==> config.mk <==
export PLATFORM = sky130hd
export DESIGN_NAME = move_scheduler_flat
export DESIGN_NICKNAME = d
export VERILOG_FILES = /design/src/rtl/tetris_pkg.sv /design/src/rtl/move_scheduler_if.sv /design/src/rtl/key_repeat.sv /design/src/rtl/move_scheduler.sv /design/src/flat_wrapper.sv
export SDC_FILE = /design/constraint.sdc
export NUM_CORES = 1
export LEC_CHECK = 0
export ABC_AREA = 1
export BUFFER_PORTS_ARGS = -buffer_cell sky130_fd_sc_hd__clkbuf_2
export CORE_ASPECT_RATIO = 0.8
export CORE_MARGIN = 1.5
export CORE_UTILIZATION = 36
export DETAILED_ROUTE_END_ITERATION = 7
export PLACE_DENSITY_LB_ADDON = 0.05
export SETUP_SLACK_MARGIN = 0.4
export SYNTH_ARGS = -nofsm -noshare
export SYNTH_HDL_FRONTEND = slang
export SYNTH_SLANG_ARGS = --single-unit
==> constraint.sdc <==
create_clock -name clk -period 4.1 [get_ports clk]
set_clock_uncertainty 0.2 [all_clocks]
set_input_delay 0.82 -clock clk [delete_from_list [all_inputs] [get_ports clk]]
set_output_delay 0.82 -clock clk [all_outputs]
set_load 0.02 [all_outputs]
==> src/rtl/tetris_pkg.sv <==
`default_nettype none
// +-----------------------------------------------------------------------+
// | Module   : tetris_pkg                                                 |
// | Brief    : Shared command codes, FSM states and priority helpers for  |
// |            the move scheduler.                                        |
// | Revision : 1.0 - initial release                                      |
// +-----------------------------------------------------------------------+
package tetris_pkg;

    typedef enum logic [2:0] {
        CMD_NONE  = 3'd0,
        CMD_LEFT  = 3'd1,
        CMD_RIGHT = 3'd2,
        CMD_DOWN  = 3'd3,
        CMD_SPIN  = 3'd4,
        CMD_GRAV  = 3'd5
    } move_cmd_t;

    typedef enum logic [1:0] {
        IDLE  = 2'd0,
        OFFER = 2'd1,
        LOCK  = 2'd2
    } sched_state_t;

    localparam int unsigned NUM_KEYS = 4;

    // Bit positions inside the pending vector
    localparam int unsigned PB_LEFT  = 0;
    localparam int unsigned PB_RIGHT = 1;
    localparam int unsigned PB_DOWN  = 2;
    localparam int unsigned PB_SPIN  = 3;
    localparam int unsigned PB_GRAV  = 4;

    // Highest-priority pending command: GRAV > SPIN > LEFT > RIGHT > DOWN
    function automatic move_cmd_t pick_cmd(input logic [4:0] p);
        move_cmd_t c;
        c = CMD_NONE;
        if      (p[PB_GRAV])  c = CMD_GRAV;
        else if (p[PB_SPIN])  c = CMD_SPIN;
        else if (p[PB_LEFT])  c = CMD_LEFT;
        else if (p[PB_RIGHT]) c = CMD_RIGHT;
        else if (p[PB_DOWN])  c = CMD_DOWN;
        return c;
    endfunction

    // Pending-vector bit owned by a command
    function automatic logic [4:0] cmd_mask(input move_cmd_t c);
        logic [4:0] m;
        m = 5'b0;
        case (c)
            CMD_LEFT:  m[PB_LEFT]  = 1'b1;
            CMD_RIGHT: m[PB_RIGHT] = 1'b1;
            CMD_DOWN:  m[PB_DOWN]  = 1'b1;
            CMD_SPIN:  m[PB_SPIN]  = 1'b1;
            CMD_GRAV:  m[PB_GRAV]  = 1'b1;
            default:   m = 5'b0;
        endcase
        return m;
    endfunction

endpackage
`default_nettype wire

==> src/rtl/move_scheduler_if.sv <==
`default_nettype none
// +-----------------------------------------------------------------------+
// | Module   : move_scheduler_if                                          |
// | Brief    : Command offer/acknowledge handshake between the scheduler  |
// |            (master) and the game engine (slave).                      |
// | Revision : 1.0 - initial release                                      |
// +-----------------------------------------------------------------------+
interface move_scheduler_if;
    import tetris_pkg::*;

    logic      moveValid;
    move_cmd_t moveCmd;
    logic      moveAck;
    logic      moveBlocked;

    modport master (output moveValid, output moveCmd, input moveAck, input moveBlocked);
    modport slave  (input moveValid, input moveCmd, output moveAck, output moveBlocked);

endinterface
`default_nettype wire

==> src/rtl/key_repeat.sv <==
`default_nettype none
// +-----------------------------------------------------------------------+
// | Module   : key_repeat                                                 |
// | Brief    : Rising-edge detector plus auto-repeat timer for one key.   |
// |            fire pulses on the press cycle, REPEAT_DELAY cycles later, |
// |            then every REPEAT_PERIOD cycles while the key stays high.  |
// | Revision : 1.0 - initial release                                      |
// +-----------------------------------------------------------------------+
module key_repeat #(
    parameter int REPEAT_DELAY  = 24,
    parameter int REPEAT_PERIOD = 8
) (
    input  logic clk,
    input  logic reset,
    input  logic key_in,
    input  logic clear,
    output logic fire
);

    localparam logic [7:0] DELAY_LD  = 8'(REPEAT_DELAY);
    localparam logic [7:0] PERIOD_LD = 8'(REPEAT_PERIOD);

    logic       key_prev;
    logic [7:0] cnt;
    logic       rise;
    logic       held;

    assign rise = key_in & ~key_prev;
    assign held = key_in & key_prev;
    // A count of 1 marks the cycle a repeat is due; 0 means the timer is idle
    assign fire = ~clear & (rise | (held & (cnt == 8'd1)));

    // Previous level and repeat countdown; clear leaves held keys needing a new edge
    always_ff @(posedge clk or negedge reset) begin
        if (!reset) begin
            key_prev <= 1'b0;
            cnt      <= 8'd0;
        end else begin
            key_prev <= key_in;
            if (clear || !key_in) begin
                cnt <= 8'd0;
            end else if (rise) begin
                cnt <= DELAY_LD;
            end else if (cnt == 8'd1) begin
                cnt <= PERIOD_LD;
            end else if (cnt != 8'd0) begin
                cnt <= cnt - 8'd1;
            end
        end
    end

endmodule
`default_nettype wire

==> src/rtl/move_scheduler.sv <==
`default_nettype none
// +-----------------------------------------------------------------------+
// | Module   : move_scheduler                                             |
// | Brief    : Collects key presses, auto-repeats and gravity ticks into  |
// |            pending bits and offers them one at a time to the engine.  |
// | Revision : 1.0 - initial release                                      |
// +-----------------------------------------------------------------------+
module move_scheduler
    import tetris_pkg::*;
#(
    parameter int REPEAT_DELAY  = 24,
    parameter int REPEAT_PERIOD = 8
) (
    input  logic                    clk,
    input  logic                    reset,
    input  logic                    leftIn,
    input  logic                    rightIn,
    input  logic                    downIn,
    input  logic                    spinIn,
    input  logic                    dropTick,
    move_scheduler_if.master        eng,
    output logic                    lockOut,
    output logic                    busy
);

    sched_state_t         state;
    sched_state_t         next_state;
    move_cmd_t            cmd_q;
    move_cmd_t            next_cmd;
    logic [4:0]           pend;
    logic [4:0]           next_pend;
    logic [4:0]           set_vec;
    logic [4:0]           eff_pend;
    logic [NUM_KEYS-1:0]  keys;
    logic [NUM_KEYS-1:0]  key_fire;
    logic                 in_lock;

    assign keys    = {spinIn, downIn, rightIn, leftIn};
    assign in_lock = (state == LOCK);

    generate
        for (genvar k = 0; k < NUM_KEYS; k++) begin : g_keys
            key_repeat #(
                .REPEAT_DELAY  (REPEAT_DELAY),
                .REPEAT_PERIOD (REPEAT_PERIOD)
            ) u_key (
                .clk    (clk),
                .reset  (reset),
                .key_in (keys[k]),
                .clear  (in_lock),
                .fire   (key_fire[k])
            );
        end
    endgenerate

    // Key order in keys[] matches PB_LEFT..PB_SPIN, gravity on top
    assign set_vec  = {dropTick, key_fire};
    // Events arriving this cycle are already eligible for selection
    assign eff_pend = pend | set_vec;

    // Next state, latched command and pending bits; a new set beats an ack clear
    always_comb begin
        next_state = state;
        next_cmd   = cmd_q;
        next_pend  = pend | set_vec;
        case (state)
            IDLE: begin
                if (|eff_pend) begin
                    next_cmd   = pick_cmd(eff_pend);
                    next_state = OFFER;
                end
            end
            OFFER: begin
                if (eng.moveAck) begin
                    next_pend = set_vec | (pend & ~cmd_mask(cmd_q));
                    if (cmd_q == CMD_GRAV && eng.moveBlocked) begin
                        next_state = LOCK;
                    end else begin
                        next_state = IDLE;
                    end
                end
            end
            LOCK: begin
                // Only a tick arriving in the lock cycle itself survives
                next_pend  = {dropTick, 4'b0000};
                next_state = IDLE;
            end
            default: begin
                next_state = IDLE;
            end
        endcase
    end

    // State, command and pending registers
    always_ff @(posedge clk or negedge reset) begin
        if (!reset) begin
            state <= IDLE;
            cmd_q <= CMD_NONE;
            pend  <= 5'b0;
        end else begin
            state <= next_state;
            cmd_q <= next_cmd;
            pend  <= next_pend;
        end
    end

    // Outputs decode from state only, so reset clears them without a clock edge
    assign eng.moveValid = (state == OFFER);
    assign eng.moveCmd   = (state == OFFER) ? cmd_q : CMD_NONE;
    assign lockOut       = (state == LOCK);
    assign busy          = (state != IDLE);

endmodule
`default_nettype wire

==> src/flat_wrapper.sv <==
// flat-port wrapper written by rule: the top's interface ports become plain ports
module move_scheduler_flat import tetris_pkg::*;
#(
    parameter int REPEAT_DELAY  = 24,
    parameter int REPEAT_PERIOD = 8
)
  (clk, reset, leftIn, rightIn, downIn, spinIn, dropTick, lockOut, busy, eng_moveValid, eng_moveCmd, eng_moveAck, eng_moveBlocked);
  move_scheduler_if eng_i ();
  input  logic clk;
  input  logic reset;
  input  logic leftIn;
  input  logic rightIn;
  input  logic downIn;
  input  logic spinIn;
  input  logic dropTick;
  output logic lockOut;
  output logic busy;
  output wire logic [$bits(eng_i.moveValid)-1:0] eng_moveValid;
  output wire logic [$bits(eng_i.moveCmd)-1:0] eng_moveCmd;
  input wire logic [$bits(eng_i.moveAck)-1:0] eng_moveAck;
  input wire logic [$bits(eng_i.moveBlocked)-1:0] eng_moveBlocked;
  assign eng_moveValid = eng_i.moveValid;
  assign eng_moveCmd = eng_i.moveCmd;
  assign eng_i.moveAck = eng_moveAck;
  assign eng_i.moveBlocked = eng_moveBlocked;
  move_scheduler #(.REPEAT_DELAY(REPEAT_DELAY), .REPEAT_PERIOD(REPEAT_PERIOD)) u_core (.clk(clk), .reset(reset), .leftIn(leftIn), .rightIn(rightIn), .downIn(downIn), .spinIn(spinIn), .dropTick(dropTick), .eng(eng_i), .lockOut(lockOut), .busy(busy));
endmodule
==> results.toml, run 1 <==
[logic_synthesis]
synth_enable_flop_cells = 0
synth.top_cell.area_share = 0.404
ys_async_sr_fraction = 1.00
yosys-top-cells-area = "dfrtp_1, nand2_1, inv_1"
yosys_warnings = 0
synth_ff_type = "dfrtp_1"
syn-instance-count = 352
yosysUniqueCellTypes = 37
ys_seq_area_frac = 0.404
syn_area_per_cell_um2 = 8.10
ys_ff_latch = 46
synth_area_mm2 = 0.00285
synth_nets = 376
yosys.area.top_type = "dfrtp_1"

[clocking]
cts_sinks = 46
ctsLongestPathBuffers = 2
cts_tree = "done"
postCtsHoldBufs = 0
tritoncts.num_buffers = 5
clock_latency_ns = 0.30
htreeDepth = 2
cts.repair.resized = 0
clk_pin_slew_ns = 0.09
root_buffer = "clkbuf_8"
post_cts_buffers = 0

[setup_path]
r2r.worst_path.cells = 10
r2r_setup_slack_ns = 2.14
arrival_ns = 1.54
cp-start-kind = "flip-flop"
critPathMaxFanout = 10
crit_type = "reg2out"
cp.required_ns = 3.08
critPathCaptureType = "primary output"

[detailed_routing]
ant_nets = 0
first_pass_iters = 4
first_iter_violations = 77
post-route-drc-count = 0
vias = 2225
routed_wl_um = 5670
vias_per_cell = 4.65
avgRoutedWirePerCell_um = 11.8

[place]
place_ws_ns = 1.86
gp_congestion = 0.757
dpl.hpwl_um = 4300
place_area_mm2 = 0.00306
io_buffers = 14
dp_cells = 471

[floorplanning]
die_area_mm2 = 0.00847
core_area_mm2 = 0.00753
die_h_um = 82.6
initial_core_util = 0.379
ios = 15
die_width_um = 103
fp-row-count = 28

[layout]
layout_commonest_cell = "nand2_1"
drive_above_1_share = 0.174
areaGrowthSynthToFinish_pct = 11.0
finalNetCount = 397
final_cell_mix = "nand2_1, inv_1, dfrtp_1"
finalInstanceArea_mm2 = 0.00317
layout.cells.non_filler = 479
antennaDiodeCount = 0
utilization = 0.420

[power]
leakagePower_nw = 1.59
powerDensity_mw_per_mm2 = 760
ir_drop_mv = 0.278

[sta]
relSlewSlack = 0.602
tightest_slew_ns = 0.597
min_period_ns = 2.56
clock.fmax_mhz = 390
period_share = 0.625
timing.final.hold_violations = 0
maxSlewViolCount = 0
setup_viol = 0
finalSetupTns_ns = 0
rsz0062_at_grt = "false"
fin_ws_ns = 1.54

[grt]
gr-total-overflow = 0
grt_pass1_vias = 2093
grt_max_degree = 47
track_usage = 0.149
grt_pass1_wl_um = 9780
antenna_found_initial = 0

[min_path]
worstHoldPathType = "reg2reg"
holdPathStages = 2

[run]
max-cap-violations = 0

[status]
outcome = "finished, final reports clean"
-- critical path, cell delays in order (launching register included) --
cell,delay [ns]
dfrtp_1,0.41
inv_1,0.09
ha_1,0.37
nand2_1,0.12
inv_1,0.09
clkbuf_2,0.17
-- kinds of logic after synthesis --
kind of cell | Yosys count | synth area share
and+or+nand+nor | 175 | 0.321
buffers and inverters | 60 | 0.0789
xor gates and xnor gates | 6 | 0.0184
adders and majority gates | 15 | 0.0658
DFF | 46 | 0.404
AOI/OAI and AO/OA | 50 | 0.113
-- routing by layer --
layer,share of wire,global-route usage,vias up
met5,0,0,-
met4,0.011,0.0370,0
met3,0.041,0.0311,9
met2,0.40,0.213,40
met1,0.55,0.227,997
li1,-,-,1179
-- cell usage after synthesis, types with 5 or more instances --
library cell and count:
a21oi_1 18, a31oi_1 6, dfrtp_1 46, ha_1 15, inv_1 54, inv_2 5, nand2_1 69, nand2_2 6
nand3_1 12, nand4_1 6, nor2_1 38, nor2_2 8, nor2_4 9, nor3_1 11
-- cell type report --
cell class / instances / area (um2)
multi-input combinational: 246 / 1480
clock inverter: 3 / 40.0
fill: 793 / 4370
sequential: 46 / 1150
timing repair buffer: 15 / 77.6
clock buffer: 5 / 68.8
tap: 105 / 131
inverter: 59 / 221
-- sequential cells by signal, summed over array words and instances, names as in the netlist --
signal,cells
u_core.cmd_q,3
u_core.g_keys.u_key.cnt,32
u_core.g_keys.u_key.key_prev,4
u_core.pend,5
u_core.state,2
-- per-stage QoR --
stage	total power [mW]	hold WS [ns]
after global routing	2.66	0.340
after detailed placement	2.08	0.286
after floorplan	1.80	0.259
after global placement	2.09	0.286
final	2.41	0.300
after CTS	2.43	0.307
-- final timing paths --
check                                                            end                                       from
min                        u_core.g_keys[1].u_key.cnt[1]$_DFFE_PN0P_  u_core.g_keys[1].u_key.cnt[1]$_DFFE_PN0P_
max                                                   eng_moveCmd[1]                u_core.state[1]$_DFFE_PN0P_
max reg2reg                u_core.g_keys[3].u_key.cnt[7]$_DFFE_PN0P_                u_core.state[0]$_DFFE_PN0P_
min in group asynchronous  u_core.g_keys[3].u_key.cnt[2]$_DFFE_PN0P_                                      reset
min reg2reg                u_core.g_keys[1].u_key.cnt[1]$_DFFE_PN0P_  u_core.g_keys[1].u_key.cnt[1]$_DFFE_PN0P_
max in group asynchronous                u_core.cmd_q[2]$_DFFE_PN0P_                                      reset
-- power by group --
group / total (mW) / internal [mW] / switching (mW)
Sequential: 0.745 / 0.609 / 0.137
Clock: 0.342 / 0.180 / 0.162
Combinational: 1.32 / 0.474 / 0.847
No activity file was read; power rests on OpenSTA's default activity.
==> inputs of run 2 (changes only) <==
ABC_AREA = 0   (was 1)
clock period = 2.1 ns   (was 4.1 ns; I/O delays follow)
==> run 2 against run 1 <==
Against the previous run: the flow now finishes with violations (negative setup slack); critical path depth increased by 1; power increased by 120%; clock-buffer cell count increased by 1; routed wire length increased by 10%; sequential power increased by 85%; die area decreased by 9.3%; flip-flop and latch count unchanged; largest cell class unchanged; synthesized cell count decreased by 22%; largest power group unchanged; cell area increased by 24%; core utilization increased by 15 points; register-to-register slack got worse by 2.3 ns; hold slack got worse by 0.24 ns.
==> results.toml, run 2 <==
[logic_synthesis]
yosysUniqueCellTypes = 45
yosys-top-cells-area = "dfrtp_1, ha_1, nor2_1"
syn-instance-count = 274
synth_ff_type = "dfrtp_1"
ys_seq_area_frac = 0.447
synth_common_cells = "dfrtp_1, nor2_1, nand2_1"
synth_nets = 298
yosysMostFrequentCell = "dfrtp_1"
ys_ff_latch = 46
synth_enable_flop_cells = 0
syn_area_per_cell_um2 = 9.41
yosys.area.top_type = "dfrtp_1"
synth_area_mm2 = 0.00258
ys_async_sr_fraction = 1.00
synth.top_cell.area_share = 0.447
yosys_warnings = 0

[setup_path]
critPathLaunch = "u_core.g_keys[2].u_key.cnt[2]$_DFFE_PN0P_"
critPathCaptureType = "flip-flop"
timing.rr.start = "u_core.g_keys[2].u_key.cnt[2]$_DFFE_PN0P_"
cp-start-kind = "flip-flop"
arrival_ns = 2.30
crit_type = "reg2reg"
critPathMaxFanout = 3
cp.required_ns = 2.10

[power]
powerDensity_mw_per_mm2 = 1380
swShare = 0.399
power_frac_seq = 0.255
clkPwrFrac = 0.107
p_comb_frac = 0.638
leakagePower_nw = 1.77
ir_drop_mv = 0.717
p_sw_mw = 2.16
internal_power_mw = 3.25

[layout]
finalNetCount = 392
fillers = 596
drive_above_1_share = 0.458
largest_reg_flops = 32
layout_commonest_cell = "buf_4"
antennaDiodeCount = 0
areaGrowthSynthToFinish_pct = 52.8
final_cell_mix = "buf_4, dfrtp_1, nor2_1"
regMostFlops = "u_core.g_keys.u_key.cnt"
reg.largest.list = "u_core.g_keys.u_key.cnt: 32 flops, u_core.pend: 5 flops, u_core.g_keys.u_key.key_prev: 4 flops"
utilization = 0.571
finalInstanceArea_mm2 = 0.00394

[grt]
grt_pass1_vias = 2255
grt_max_degree = 47
track_usage = 0.175
gr-total-overflow = 0
grt_pass1_wl_um = 10800
antenna_found_initial = 0

[detailed_routing]
vias = 2216
avgRoutedWirePerCell_um = 13.7
post-route-drc-count = 0
vias_per_cell = 4.86
first_pass_iters = 4
first_iter_violations = 66
ant_nets = 0
routed_wl_um = 6260

[clocking]
clk_pin_slew_ns = 0.09
tritoncts.num_buffers = 5
htreeDepth = 2
clock_latency_ns = 0.30
cts_tree = "done"
ctsLongestPathBuffers = 2
root_buffer = "clkbuf_8"
cts_sinks = 46

[floorplanning]
die_h_um = 78.7
die_area_mm2 = 0.00768
ios = 15
fp-row-count = 27
die_width_um = 97.6
core_area_mm2 = 0.00689
initial_core_util = 0.374

[sta]
min_period_ns = 2.30
timing.final.hold_violations = 0
finalSetupTns_ns = -1.13
setup_viol = 11
period_share = 1.09
maxSlewViolCount = 0
fin_ws_ns = -0.199
tightest_slew_ns = 0.438
relSlewSlack = 0.706
rsz0062_at_grt = "true"
clock.fmax_mhz = 435

[run]
max-cap-violations = 0

[place]
io_buffers = 14
place_area_mm2 = 0.00321
place_ws_ns = -0.281
gp_congestion = 0.780
dpl.hpwl_um = 4280

[min_path]
worstHoldStart = "downIn"
worstHoldPathType = "in2reg"

[status]
outcome = "finished with violations"
violations = "negative setup slack"
## run 2: changes by cell type after synthesis, sizes merged, moves of 5 or more
cell | previous run | this run
nand2 | 78 | 23
nor2 | 55 | 38
nand3 | 18 | 7
nor2b | 0 | 6
inv | 59 | 13
xnor2 | 3 | 11
xor2 | 3 | 13
nand4 | 6 | 1
a31oi | 6 | 1
nand2b | 0 | 8
## run 2: routing by layer
metal,share of wire,vias up,wire [um],GRT usage
li1,-,1138,-,-
met1,0.53,1054,3350,0.266
met2,0.44,20,2730,0.258
met3,0.022,4,140,0.0321
met4,0.0061,0,38,0.0343
met5,0,-,0,0
## run 2: metrics by stage
step	std cells	hold WS [ns]	power (mW)
floorplan	274	-0.0756	3.04
global placement	420	0.230	3.84
detailed placement	420	0.230	3.84
CTS	443	0.0514	5.01
global route	456	0.0516	5.86
finish	456	0.0613	5.41
## run 2: cell families after synthesis
kind of cell | Yosys count | share of synthesized area
simple gates | 121 | 0.239
compound gates | 52 | 0.130
flops | 46 | 0.447
xor+xnor | 24 | 0.0816
fa+ha+maj | 15 | 0.0728
buf+inv | 14 | 0.0209
mux | 2 | 0.00874
## run 2: final cells by class
class	instances	area, um2	area share
clock buffers	6	82.6	0.0210
inverters	13	56.3	0.0143
well taps	87	109	0.0276
multi-input cells	214	1780	0.452
flip-flops and latches	46	1150	0.292
clock inverters	2	12.5	0.00318
repair buffers	88	748	0.190
## run 2: power by group through the flow
stage / logic (mW) / clock network, mW / registers, mW
floorplan: 1.66 / 0 / 1.37
global placement: 2.47 / 0 / 1.37
detailed placement: 2.47 / 0 / 1.37
CTS: 3.04 / 0.602 / 1.37
global route: 3.81 / 0.642 / 1.42
finish: 3.45 / 0.579 / 1.38
## run 2: repair_timing
action,4_1_cts,5_1_grt
endpoints found under the hold margin,46,0
pin swaps,24,25
hold buffers,1,0
setup buffers,14,13
setup endpoints to repair,41,39
resized for setup,62,44
## run 2: final timing paths
check	cells after the start	end	slack, ns
min in group asynchronous	3	u_core.g_keys[0].u_key.cnt[7]$_DFFE_PN0P_	0.42
worst min-delay path	1	u_core.g_keys[2].u_key.key_prev$_DFF_PN0_	0.06
max in group asynchronous	3	u_core.state[0]$_DFFE_PN0P_	1.04
worst max register to register	6	u_core.g_keys[2].u_key.cnt[7]$_DFFE_PN0P_	-0.20
worst max-delay path	6	u_core.g_keys[2].u_key.cnt[7]$_DFFE_PN0P_	-0.20
worst min register to register	1	u_core.g_keys[1].u_key.cnt[4]$_DFFE_PN0P_	0.25
## run 2: critical path, stage by stage, from the launching register on
cell and delay (ns):
dfrtp_1 0.40, or4_4 0.52, or4b_4 0.56, o311ai_4 0.27, nor3_2 0.07, xnor2_1 0.13
nor2_1 0.05
==> inputs of run 3 (changes only) <==
CORE_MARGIN = 3   (was 1.5)
SKIP_CTS_REPAIR_TIMING = 1   (was default)
clock period = 2.15 ns   (was 2.1 ns; I/O delays follow)
==> run 3 against run 2 <==
Against the previous run: the run still ends with negative setup slack left; final cell count down 5.0%; largest cell class unchanged; clock-buffer cell count unchanged; clock power up 14%; critical endpoint unchanged; global-route usage down 2.5 points; setup slack better by 0.025 ns; combinational power down 11%.
==> results.toml, run 3 (same netlist as run 2, synthesis figures left out) <==
[place]
io_buffers = 14
place_area_mm2 = 0.00316
dp_cells = 411
gp_congestion = 0.801
dpl.hpwl_um = 4210

[layout]
fillers = 599
drive_above_1_share = 0.387
finalInstanceArea_mm2 = 0.00369
regMostFlops = "u_core.g_keys.u_key.cnt"
final_cell_mix = "dfrtp_1, buf_4, nor2_1"
finalNetCount = 372
areaGrowthSynthToFinish_pct = 43.3
layout_commonest_cell = "dfrtp_1"
seqCellArea_mm2 = 0.00115
multiInputGateArea_mm2 = 0.00171
antennaDiodeCount = 0
reg.largest.list = "u_core.g_keys.u_key.cnt: 32 flops, u_core.pend: 5 flops, u_core.g_keys.u_key.key_prev: 4 flops"
layout.cells.non_filler = 433
largest_reg_flops = 32

[detailed_routing]
vias = 2148
avgRoutedWirePerCell_um = 14.5
routed_wl_um = 6270
vias_per_cell = 4.96
drt-met1-wl_um = 3420
post-route-drc-count = 0
wl_met2_um = 2630
highest_layer = "met4"
ant_nets = 0
first_iter_violations = 118
routed-wl-met3_um = 179
first_pass_iters = 4

[floorplanning]
core_area_mm2 = 0.00667
die_area_mm2 = 0.00822
die_h_um = 81.7
ios = 15
initial_core_util = 0.386
fp-row-count = 26
die_width_um = 101

[setup_path]
cp-start-kind = "flip-flop"
r2r.worst_path.cells = 6
r2r_setup_slack_ns = -0.17
arrival_ns = 2.32
timing.rr.start = "u_core.g_keys[2].u_key.cnt[3]$_DFFE_PN0P_"
critPathCaptureType = "flip-flop"
cp.required_ns = 2.15
rr_endpoint = "u_core.g_keys[2].u_key.cnt[7]$_DFFE_PN0P_"
critPathMaxFanout = 3
crit_type = "reg2reg"

[power]
power_frac_seq = 0.267
internal_power_mw = 3.05
powerDensity_mw_per_mm2 = 1380
p_comb_frac = 0.604
clkPwrFrac = 0.129
ir_drop_mv = 0.859
swShare = 0.401
p_sw_mw = 2.04
leakagePower_nw = 1.65

[grt]
antenna_found_initial = 0
gr-total-overflow = 0
track_usage = 0.150
grt_max_degree = 47
grt_pass1_wl_um = 9650
grt_pass1_vias = 1968

[status]
violations = "negative setup slack"
outcome = "finished with violations"

[sta]
rsz0062_at_grt = "true"
timing.final.hold_violations = 0
setup_viol = 9
period_share = 1.08
maxSlewViolCount = 0
relSlewSlack = 0.731
fin_ws_ns = -0.173
min_period_ns = 2.32
tightest_slew_ns = 0.402
clock.fmax_mhz = 430

[clocking]
tritoncts.num_buffers = 5
cts_tree = "done"
ctsLongestPathBuffers = 2
clk_pin_slew_ns = 0.10
htreeDepth = 2
cts_sinks = 46
clock_latency_ns = 0.30
root_buffer = "clkbuf_8"

[min_path]
holdPathStages = 1
worstHoldPathType = "in2reg"
worstHoldStart = "leftIn"
whs_endpoint = "u_core.g_keys[0].u_key.key_prev$_DFF_PN0_"

[run]
max-cap-violations = 0
-- run 3: changes by cell type in the layout (fill, tap and decap cells not counted), sizes merged --
cell,previous run,this run
bufinv,0,1
clkbuf,15,14
clkinv,1,0
buf,78,59
-- run 3: area by class of cell --
| class | instances | share of cell area |
|---|---|---|
| timing repair buffer | 68 | 0.152 |
| clock buffer | 6 | 0.0197 |
| multi-input combinational | 214 | 0.464 |
| clock inverter | 2 | 0.0102 |
| sequential | 46 | 0.312 |
| tap | 84 | 0.0285 |
| inverter | 13 | 0.0139 |
-- run 3: power by group through the flow --
stage          Sequential, mW  Combinational (mW)  Clock (mW)
2_1_floorplan            1.34                1.62           0
3_3_place_gp             1.35                2.37           0
3_5_place_dp             1.35                2.36           0
4_1_cts                  1.33                2.37       0.678
5_1_grt                  1.40                3.39       0.712
6_report                 1.36                3.08       0.659
-- run 3: how the worst max path moves through the flow --
| stage | startpoint | end | slack [ns] |
|---|---|---|---|
| finish | u_core.g_keys[2].u_key.cnt[3]$_DFFE_PN0P_ | u_core.g_keys[2].u_key.cnt[7]$_DFFE_PN0P_ | -0.17 |
| global route | u_core.g_keys[2].u_key.cnt[3]$_DFFE_PN0P_ | u_core.g_keys[2].u_key.cnt[7]$_DFFE_PN0P_ | -0.27 |
| CTS | u_core.g_keys[2].u_key.cnt[3]$_DFFE_PN0P_ | u_core.g_keys[2].u_key.cnt[1]$_DFFE_PN0P_ | -0.24 |
| detailed placement | u_core.g_keys[2].u_key.cnt[3]$_DFFE_PN0P_ | u_core.g_keys[2].u_key.cnt[7]$_DFFE_PN0P_ | -0.23 |
| global placement | u_core.g_keys[2].u_key.cnt[3]$_DFFE_PN0P_ | u_core.g_keys[2].u_key.cnt[1]$_DFFE_PN0P_ | -0.18 |
| floorplan | u_core.g_keys[2].u_key.cnt[3]$_DFFE_PN0P_ | u_core.g_keys[2].u_key.cnt[7]$_DFFE_PN0P_ | -0.24 |
-- run 3: worst max-delay path, cell delays in order (launching register included) --
cell and delay, ns:
dfrtp_1 0.39, or4_4 0.54, or4b_4 0.56, o311ai_4 0.27, nor3_2 0.07, xnor2_1 0.14
nor2_1 0.06
-- run 3: metal layers --
metal,track usage,up-vias
met3,0.0306,5
li1,-,1099
met1,0.242,1015
met5,0,-
met4,0.0363,0
met2,0.199,29
-- run 3: stage by stage --
stage	TNS (ns)	worst slack (ns)	total power, mW	hold WS, ns	util
final	-0.736	-0.173	5.10	0.0626	0.554
after global routing	-1.42	-0.266	5.50	0.0430	0.554
after CTS	-1.22	-0.244	4.39	-0.0907	0.490
after detailed placement	-1.02	-0.226	3.71	0.234	0.473
after global placement	-0.687	-0.178	3.72	0.226	0.473
after floorplan	-0.597	-0.242	2.96	-0.0656	-
